<file path="src/rtl/mem_stage_pkg.sv">
// Shared types for the memory-access stage: access-width codes, FSM states
// and the EX/MEM and MEM/WB pipeline register layouts.
package mem_stage_pkg;

  localparam logic [1:0] MEM_B = 2'b00;
  localparam logic [1:0] MEM_H = 2'b01;
  localparam logic [1:0] MEM_W = 2'b10;

  typedef enum logic [1:0] {
    IDLE,
    BUSY,
    DONE
  } mem_state_t;

  typedef struct packed {
    logic [31:0] alu_result;
    logic [31:0] rs2_data;
    logic [31:0] pc_plus_4;
    logic [4:0]  rd;
    logic        mem_read;
    logic        mem_write;
    logic        mem_unsigned;
    logic [1:0]  mem_width;
    logic        reg_write;
    logic        mem_to_reg;
    logic        valid;
  } ex_mem_reg_t;

  typedef struct packed {
    logic [31:0] wb_data;
    logic [4:0]  rd;
    logic        reg_write;
    logic        valid;
  } mem_wb_reg_t;

endpackage

</file>
<file path="src/rtl/mem_stage_align.sv">
// Byte-lane steering for the data bus: store byte enables and replicated
// write data, plus load extraction with sign/zero extension.
module mem_align
  import mem_stage_pkg::*;
(
  input  logic [1:0]  width,
  input  logic [1:0]  addr_lo,
  input  logic [31:0] store_data,
  input  logic [31:0] load_data,
  input  logic        load_unsigned,
  output logic [3:0]  be,
  output logic [31:0] wdata,
  output logic [31:0] load_ext
);

  logic [7:0]  byte_sel;
  logic [15:0] half_sel;

  always_comb begin
    unique case (addr_lo)
      2'd0:    byte_sel = load_data[7:0];
      2'd1:    byte_sel = load_data[15:8];
      2'd2:    byte_sel = load_data[23:16];
      default: byte_sel = load_data[31:24];
    endcase
    half_sel = addr_lo[1] ? load_data[31:16] : load_data[15:0];
  end

  // Width code 11 falls into the word arm on purpose.
  always_comb begin
    be       = 4'b1111;
    wdata    = store_data;
    load_ext = load_data;
    case (width)
      MEM_B: begin
        be       = 4'b0001 << addr_lo;
        wdata    = {4{store_data[7:0]}};
        load_ext = {{24{~load_unsigned & byte_sel[7]}}, byte_sel};
      end
      MEM_H: begin
        be       = addr_lo[1] ? 4'b1100 : 4'b0011;
        wdata    = {2{store_data[15:0]}};
        load_ext = {{16{~load_unsigned & half_sel[15]}}, half_sel};
      end
      default: ;
    endcase
  end

endmodule

</file>
<file path="src/rtl/mem_stage.sv">
// Memory-access stage: drives a req/ack data bus from the EX/MEM register and
// builds the next MEM/WB value. Optional macro MEM_MISALIGN_TRAP_EN traps
// misaligned half/word accesses instead of issuing them.
module mem_stage
  import mem_stage_pkg::*;
#(
  parameter int ADDR_W = 32,
  parameter int XLEN   = 32
) (
  input  logic              clk,
  input  logic              rst_n,
  input  logic              flush,
  input  ex_mem_reg_t       ex_mem_reg,
  output mem_wb_reg_t       mem_wb_next,
  output logic              mem_stall,
  output logic              dbus_req,
  output logic              dbus_we,
  output logic [ADDR_W-1:0] dbus_addr,
  output logic [3:0]        dbus_be,
  output logic [XLEN-1:0]   dbus_wdata,
  input  logic              dbus_ack,
  input  logic [XLEN-1:0]   dbus_rdata
`ifdef MEM_MISALIGN_TRAP_EN
  ,
  output logic              mem_exc,
  output logic [31:0]       mem_exc_addr
`endif
);

  mem_state_t        state, state_nx;
  logic [XLEN-1:0]   load_buf;
  logic              drop;
  logic              is_mem;
  logic              trap;
  logic              latch;
  logic              exc;
  logic [3:0]        al_be;
  logic [31:0]       al_wdata;
  logic [31:0]       al_load;
  mem_wb_reg_t       wb_word;
  logic [31:0]       unused_pc;

  assign unused_pc = ex_mem_reg.pc_plus_4;
  assign is_mem    = ex_mem_reg.valid & (ex_mem_reg.mem_read | ex_mem_reg.mem_write);

`ifdef MEM_MISALIGN_TRAP_EN
  assign trap = ((ex_mem_reg.mem_width == MEM_H) & ex_mem_reg.alu_result[0]) |
                (ex_mem_reg.mem_width[1] & (|ex_mem_reg.alu_result[1:0]));
  assign mem_exc      = exc;
  assign mem_exc_addr = ex_mem_reg.alu_result;
`else
  assign trap = 1'b0;
`endif

  mem_align u_align (
    .width         (ex_mem_reg.mem_width),
    .addr_lo       (ex_mem_reg.alu_result[1:0]),
    .store_data    (ex_mem_reg.rs2_data),
    .load_data     (dbus_rdata),
    .load_unsigned (ex_mem_reg.mem_unsigned),
    .be            (al_be),
    .wdata         (al_wdata),
    .load_ext      (al_load)
  );

  always_comb begin
    wb_word           = '0;
    wb_word.wb_data   = ex_mem_reg.mem_to_reg ? load_buf : ex_mem_reg.alu_result;
    wb_word.rd        = ex_mem_reg.rd;
    wb_word.reg_write = ex_mem_reg.reg_write;
    wb_word.valid     = 1'b1;
  end

  always_comb begin
    state_nx    = state;
    mem_stall   = 1'b0;
    mem_wb_next = '0;
    latch       = 1'b0;
    exc         = 1'b0;
    case (state)
      IDLE: begin
        if (is_mem & ~flush) begin
          if (trap) begin
            exc = 1'b1;
          end else begin
            mem_stall = 1'b1;
            latch     = 1'b1;
            state_nx  = BUSY;
          end
        end else if (ex_mem_reg.valid & ~flush) begin
          mem_wb_next = wb_word;
        end
      end
      BUSY: begin
        mem_stall = 1'b1;
        if (dbus_ack) state_nx = DONE;
      end
      DONE: begin
        state_nx = IDLE;
        if (ex_mem_reg.valid & ~flush & ~drop) mem_wb_next = wb_word;
      end
      default: state_nx = IDLE;
    endcase
  end

  // A flush seen while BUSY cannot abort the bus cycle, so it is remembered
  // until DONE and only suppresses the writeback.
  always_ff @(posedge clk or negedge rst_n) begin
    if (!rst_n) begin
      state      <= IDLE;
      dbus_req   <= 1'b0;
      dbus_we    <= 1'b0;
      dbus_addr  <= '0;
      dbus_be    <= '0;
      dbus_wdata <= '0;
      load_buf   <= '0;
      drop       <= 1'b0;
    end else begin
      state <= state_nx;
      if (latch) begin
        dbus_req   <= 1'b1;
        dbus_we    <= ex_mem_reg.mem_write;
        dbus_addr  <= {ex_mem_reg.alu_result[ADDR_W-1:2], 2'b00};
        dbus_be    <= al_be;
        dbus_wdata <= al_wdata;
      end
      if (state == BUSY) begin
        if (flush) drop <= 1'b1;
        if (dbus_ack) begin
          dbus_req <= 1'b0;
          load_buf <= al_load;
        end
      end
      if (state == DONE) drop <= 1'b0;
    end
  end

endmodule
</file>
<file path="config.mk">
export PLATFORM = sky130hd
export DESIGN_NAME = mem_stage
export DESIGN_NICKNAME = d
export VERILOG_FILES = /design/src/rtl/mem_stage_pkg.sv /design/src/rtl/mem_stage_align.sv /design/src/rtl/mem_stage.sv
export SDC_FILE = /design/constraint.sdc
export NUM_CORES = 1
export LEC_CHECK = 0
export CAP_MARGIN = 20
export CORE_ASPECT_RATIO = 1.1
export CORE_MARGIN = 2
export CORE_UTILIZATION = 46
export CTS_CLUSTER_SIZE = 40
export DETAILED_ROUTE_END_ITERATION = 10
export PLACE_DENSITY = 0.93
export SLEW_MARGIN = 10
export SYNTH_ARGS = -nofsm -noshare
export SYNTH_HDL_FRONTEND = slang
export SYNTH_HIERARCHICAL = 1
export SYNTH_SLANG_ARGS = --single-unit
</file>
<file path="constraint.sdc">
create_clock -name clk -period 6.15 [get_ports clk]
set_clock_uncertainty 0.2 [all_clocks]
set_input_delay 1.23 -clock clk [delete_from_list [all_inputs] [get_ports clk]]
set_output_delay 1.23 -clock clk [all_outputs]
set_load 0.005 [all_outputs]
</file>
Yosys cells after proc, flatten, opt, wreduce, memory -nomap -nowiden --
Cells that the tools add are included.
Word-level totals: memories kept 0, flip-flop bits (word level) 103, memory bits (writable) 0, bits in latches 0, word-level logic and storage cells 57, memory bits (read-only) 0, output and inout port bits 110
Cells by class: bitwise operators 10, shift-type cells 1, add/subtract/negate cells 0, muxes and demuxes 23, divide/modulo/power cells 0, reduce and logical (&&, ||, !) cells 8, $mul 0, order comparisons 0, equality and inequality tests 7
Operators by type and width (count):
- 32-bit one-hot mux with 2 select lines | 2
- 39-bit 2-to-1 mux | 3
- 39-bit one-hot mux with 2 select lines | 1
- 32-bit 2-to-1 mux | 1
- 8-bit one-hot mux with 3 select lines | 1
- 16-bit 2-to-1 mux | 1
- 1-bit 2-to-1 mux | 8
- 4-bit one-hot mux with 2 select lines | 1
- 1-bit AND | 6
- 2-bit by 1-bit equality test with 1-bit output, second input constant | 3
- 2-bit zero test | 3
- 2-bit AND reduction | 3
- 2-bit equality test, second input constant | 2
- 2-bit 2-to-1 mux | 2
- 4-bit 2-to-1 mux | 1
- 2-bit inequality test, second input constant | 2
- 2-bit one-hot mux with 2 select lines | 1
- 2-bit nonzero test | 2
- 1-bit by 2-bit << shifter with 4-bit output, first input constant | 1
- 1-bit inverter | 3
- 1-bit one-hot mux with 2 select lines | 1
- 1-bit bitwise OR | 1

Logic depth before layout (Yosys ltp) --
depth in word-level cells 8, mapped depth 7, depth with buffers taken out 5

Hierarchy --
The synthesis kept the hierarchy.
By module, submodules not included:
- mem_stage | cells each 328, seq. area each 2577.5 um^2, instances 1, area an instance 4551.9 um^2
- mem_align | cells each 170, seq. area each 0.0 um^2, instances 1, area an instance 1183.6 um^2

Least setup slack after synthesis --
OpenSTA, ideal clock, no wires.
path kind input-to-output, from input port ex_mem_reg[6] (netlist name), to output port mem_wb_next[17] (netlist name), path slack 2752 ps, buffers on the path 2, required time 4720 ps, stages on the path 5, data arrival time 1968 ps, cell sequence nor3b_1 -> o21ai_1 -> buf_2 -> buf_2 -> nor2_1
RTL lines:
- start: declaration | RTL line mem_stage.sv:13 | input ex_mem_reg_t ex_mem_reg,
- end: declaration | RTL line mem_stage.sv:14 | output mem_wb_reg_t mem_wb_next,

==> results.md <==
* Status: completed
* Hold path cells at 1
* Worst-path clk slew at 0.07 ns
* Vias in the first global route at 4,936
* Final setup vio count at 0
* Synth Area in Compound Gates at 0.08857
* DRT antenna net count at 0
* # hold bufs at CTS at 0
* Wire per inst at 19.53 um
* Highest routed layer: met4
* Setup bufs post-CTS at 0
* Ant. Diodes at 0
* RR Startpoint: state[1]
* Dpl cells at 834
* TritonCTS clock tree: done
* Post-synthesis cell type count at 40
* Slew Viols, Final at 0
* Routed wl met3 at 1399 um
* Worst setup EP type: output pin
* Worst slack, placed at 1.324 ns
* Core area at 12,090 um2
* CP Launch Type: input port
* PortBufs at 220
* Synth top area share at 0.4494
* R2R Path End: dbus_addr[24]
* Tot GR Track Use at 0.2466
* Main combinational cell family by area after synthesis: multiplexers
* Utilization after layout at 0.6770
* Grt total ovfl at 0
* Wirelength, routed at 16,580 um
* FFs w/ async S/R, synth at 1.000
* Fin worst setup slack at 1.379 ns
* Largest net degree at the start of global routing at 69
* Worst endpoint required time at 4.72 ns
* Top post-synthesis cells by area: dfrtp_1 (45%), mux2_2 (21%), mux2i_1 (8.0%)
* H-tree level count at 3
* Crit. Startpoint: ex_mem_reg[6]
* Final RePlAce weighted congestion at 0.8334
* Max-cap violations at 0
* 1st-iter DRT viols at 230
* Tmin final at 4.771 ns
* First-pass DRT Iterations at 5
* Final nets at 840
* WL met1 at 6487 um
* Post-Synthesis Cell Area at 5736 um2
* Fraction of synthesized area in multiplexers at 0.3218
* Filler instances at 909
* Unrepaired setup endpoints after global routing: false
* Most frequently used flop master after synthesis: dfrtp_1
* Max VDD drop at 242.2 uV
* Critical-path maximum fanout at 39
* Worst Max-Slew Pin Slew at 1.020 ns
* Placed Area at 7885 um2
* Crit path DAT at 3.34 ns
* Boundary Pins at 255
* Max Fclk at 0.2096 GHz
* Syn_area_per_cell at 11.52 um2
* Total number of vias at 4,724
* Inserted Clock Buffers at 9
* Slew HR at 0.3177
* Final hold viol count at 0
* DRC Markers at 0
* Largest area contributor in the netlist: dfrtp_1
* CP endpoint: mem_wb_next[38]
* Synth Register Bits at 103
* Pleak at 3.528 nW
* Vias per cell at 5.564
* Final Cycle Share at 0.7757
* Clk root buf: clkbuf_16
* Worst r2r path cells at 5
* Worst skew pair latency at 0.34 ns
* Layout Cells excl Fill at 849
* Starting Density at 0.4745
* Synth Instances at 498
* Fin area at 8183 um2
* Area Growth Syn to Fin at 42.67%
* Syn. warnings at 6
* Pwr dens at 368.8 nW/um2
* Met2 WL post-DR at 8153 um
* Power Total at 3.018 mW
* Final setup TNS at 0 ns
* Clock Sink Count at 103
* Max Root-Sink Buffers at 2
* Post-synthesis sequential area ratio at 0.4494
* Post-Synth Simple-Gate Area at 0.07003
* Post_cts resized at 0
* Rows at 42
* Number of synthesized flops with an enable pin at 0
* Worst min-delay path category: reg -> reg
* Die W at 110.5 um
* Die Span Y at 121.1 um
* Xor/xnor cell area share of the yosys netlist at 0
* Hpwl dp at 12,350 um
* Die ar. at 13,380 um2
* First-pass GRT wire length at 25,880 um
* Adder-Cell Fraction of Synth Area at 0.008726
* Layout cells sized above 1 at 0.2115
* Hold Slack at 0.3051 ns
* Reg-to-reg setup timing slack at 3.77 ns
* Initial antenna violation count at 0
* Critical path class: in -> out
[synth_stat cells, types with 5 or more instances]
cell type,n
a21oi_1,31
a221o_1,6
a2bb2oi_1,9
buf_2,12
buf_4,18
clkbuf_1,7
dfrtp_1,103
inv_1,20
mux2_2,108
mux2_4,8
mux2i_1,46
nand2_1,18
nand2b_1,5
nor2_1,49
o211ai_1,9
o21ai_0,14
[flip-flops by register name, summed over array words and instances, names as in the netlist]
| signal | cells |
|---|---|
| dbus_addr | 30 |
| dbus_be | 4 |
| dbus_req | 1 |
| dbus_wdata | 32 |
| dbus_we | 1 |
| drop | 1 |
| load_buf | 32 |
| state | 2 |
[report_power, final]
group          internal (mW)  total (mW)  switching [mW]  leakage (nW)
sequential              1.01        1.20           0.188          1.23
combinational          0.830        1.24           0.412          2.15
clock                  0.324       0.574           0.250         0.141
[worst min path at each step]
| stage | start | end | slack [ns] |
|---|---|---|---|
| after floorplan | load_buf[0] | load_buf[0] | 0.28 |
| after global routing | load_buf[30] | load_buf[30] | 0.32 |
| final | dbus_wdata[26] | dbus_wdata[26] | 0.31 |
| after global placement | dbus_we | dbus_we | 0.29 |
| after detailed placement | load_buf[9] | load_buf[9] | 0.29 |
| after CTS | dbus_wdata[10] | dbus_wdata[10] | 0.31 |
[metal layers]
metal | up-vias | GRT usage
met4 | 0 | 0.1148
met5 | - | 0
met3 | 38 | 0.07243
met2 | 244 | 0.4275
met1 | 2300 | 0.2819
li1 | 2142 | -
[cells in the final DEF (no fill, tap or decap), drive strengths merged]
master         count
clkdlybuf4s50    217
mux2             116
dfrtp            103
nor2              50
mux2i             46
a21oi             32
inv               20
nand2             19
o21ai             16
o211ai            10
clkbuf            10
a2bb2oi            9
a221o              6
buf                6
nand2b             5
ha                 4
nor2b              4
clkinv             3
a21boi             2
nor3               2
conb               2
clkinvlp           2
mux4               2
nor3b              1
or2                1
nand3              1
o22a               1
bufinv             1
nand3b             1
or3b               1
o22ai              1
a211oi             1
[critical path, cell delays in order]
cell	delay, ns
clkdlybuf4s50_1	0.53
nor3b_1	0.10
o21ai_4	0.80
nor2_1	0.13
clkdlybuf4s50_1	0.52
[area by class of cell]
cell class / count / area [um2] / share of cell area
Tap cell: 154 / 192.7 / 0.02355
Multi-Input combinational cell: 333 / 2824 / 0.3451
Clock inverter: 5 / 58.81 / 0.007187
Inverter: 21 / 78.83 / 0.009633
Sequential cell: 103 / 2577 / 0.3150
Clock buffer: 10 / 239.0 / 0.02920
Timing Repair Buffer: 223 / 2212 / 0.2703
[cells by family (layout without fill, tap and decap cells)]
group	count (synthesis)	count (layout)
other	1	2
AND/OR/NAND/NOR	85	85
AO/OA/AOI/OAI	78	78
buffers and inverters	63	259
multiplexers	164	164
adder cells (fa/ha/maj)	4	4
flip-flops	103	103
(Power assumes the default switching activity.)
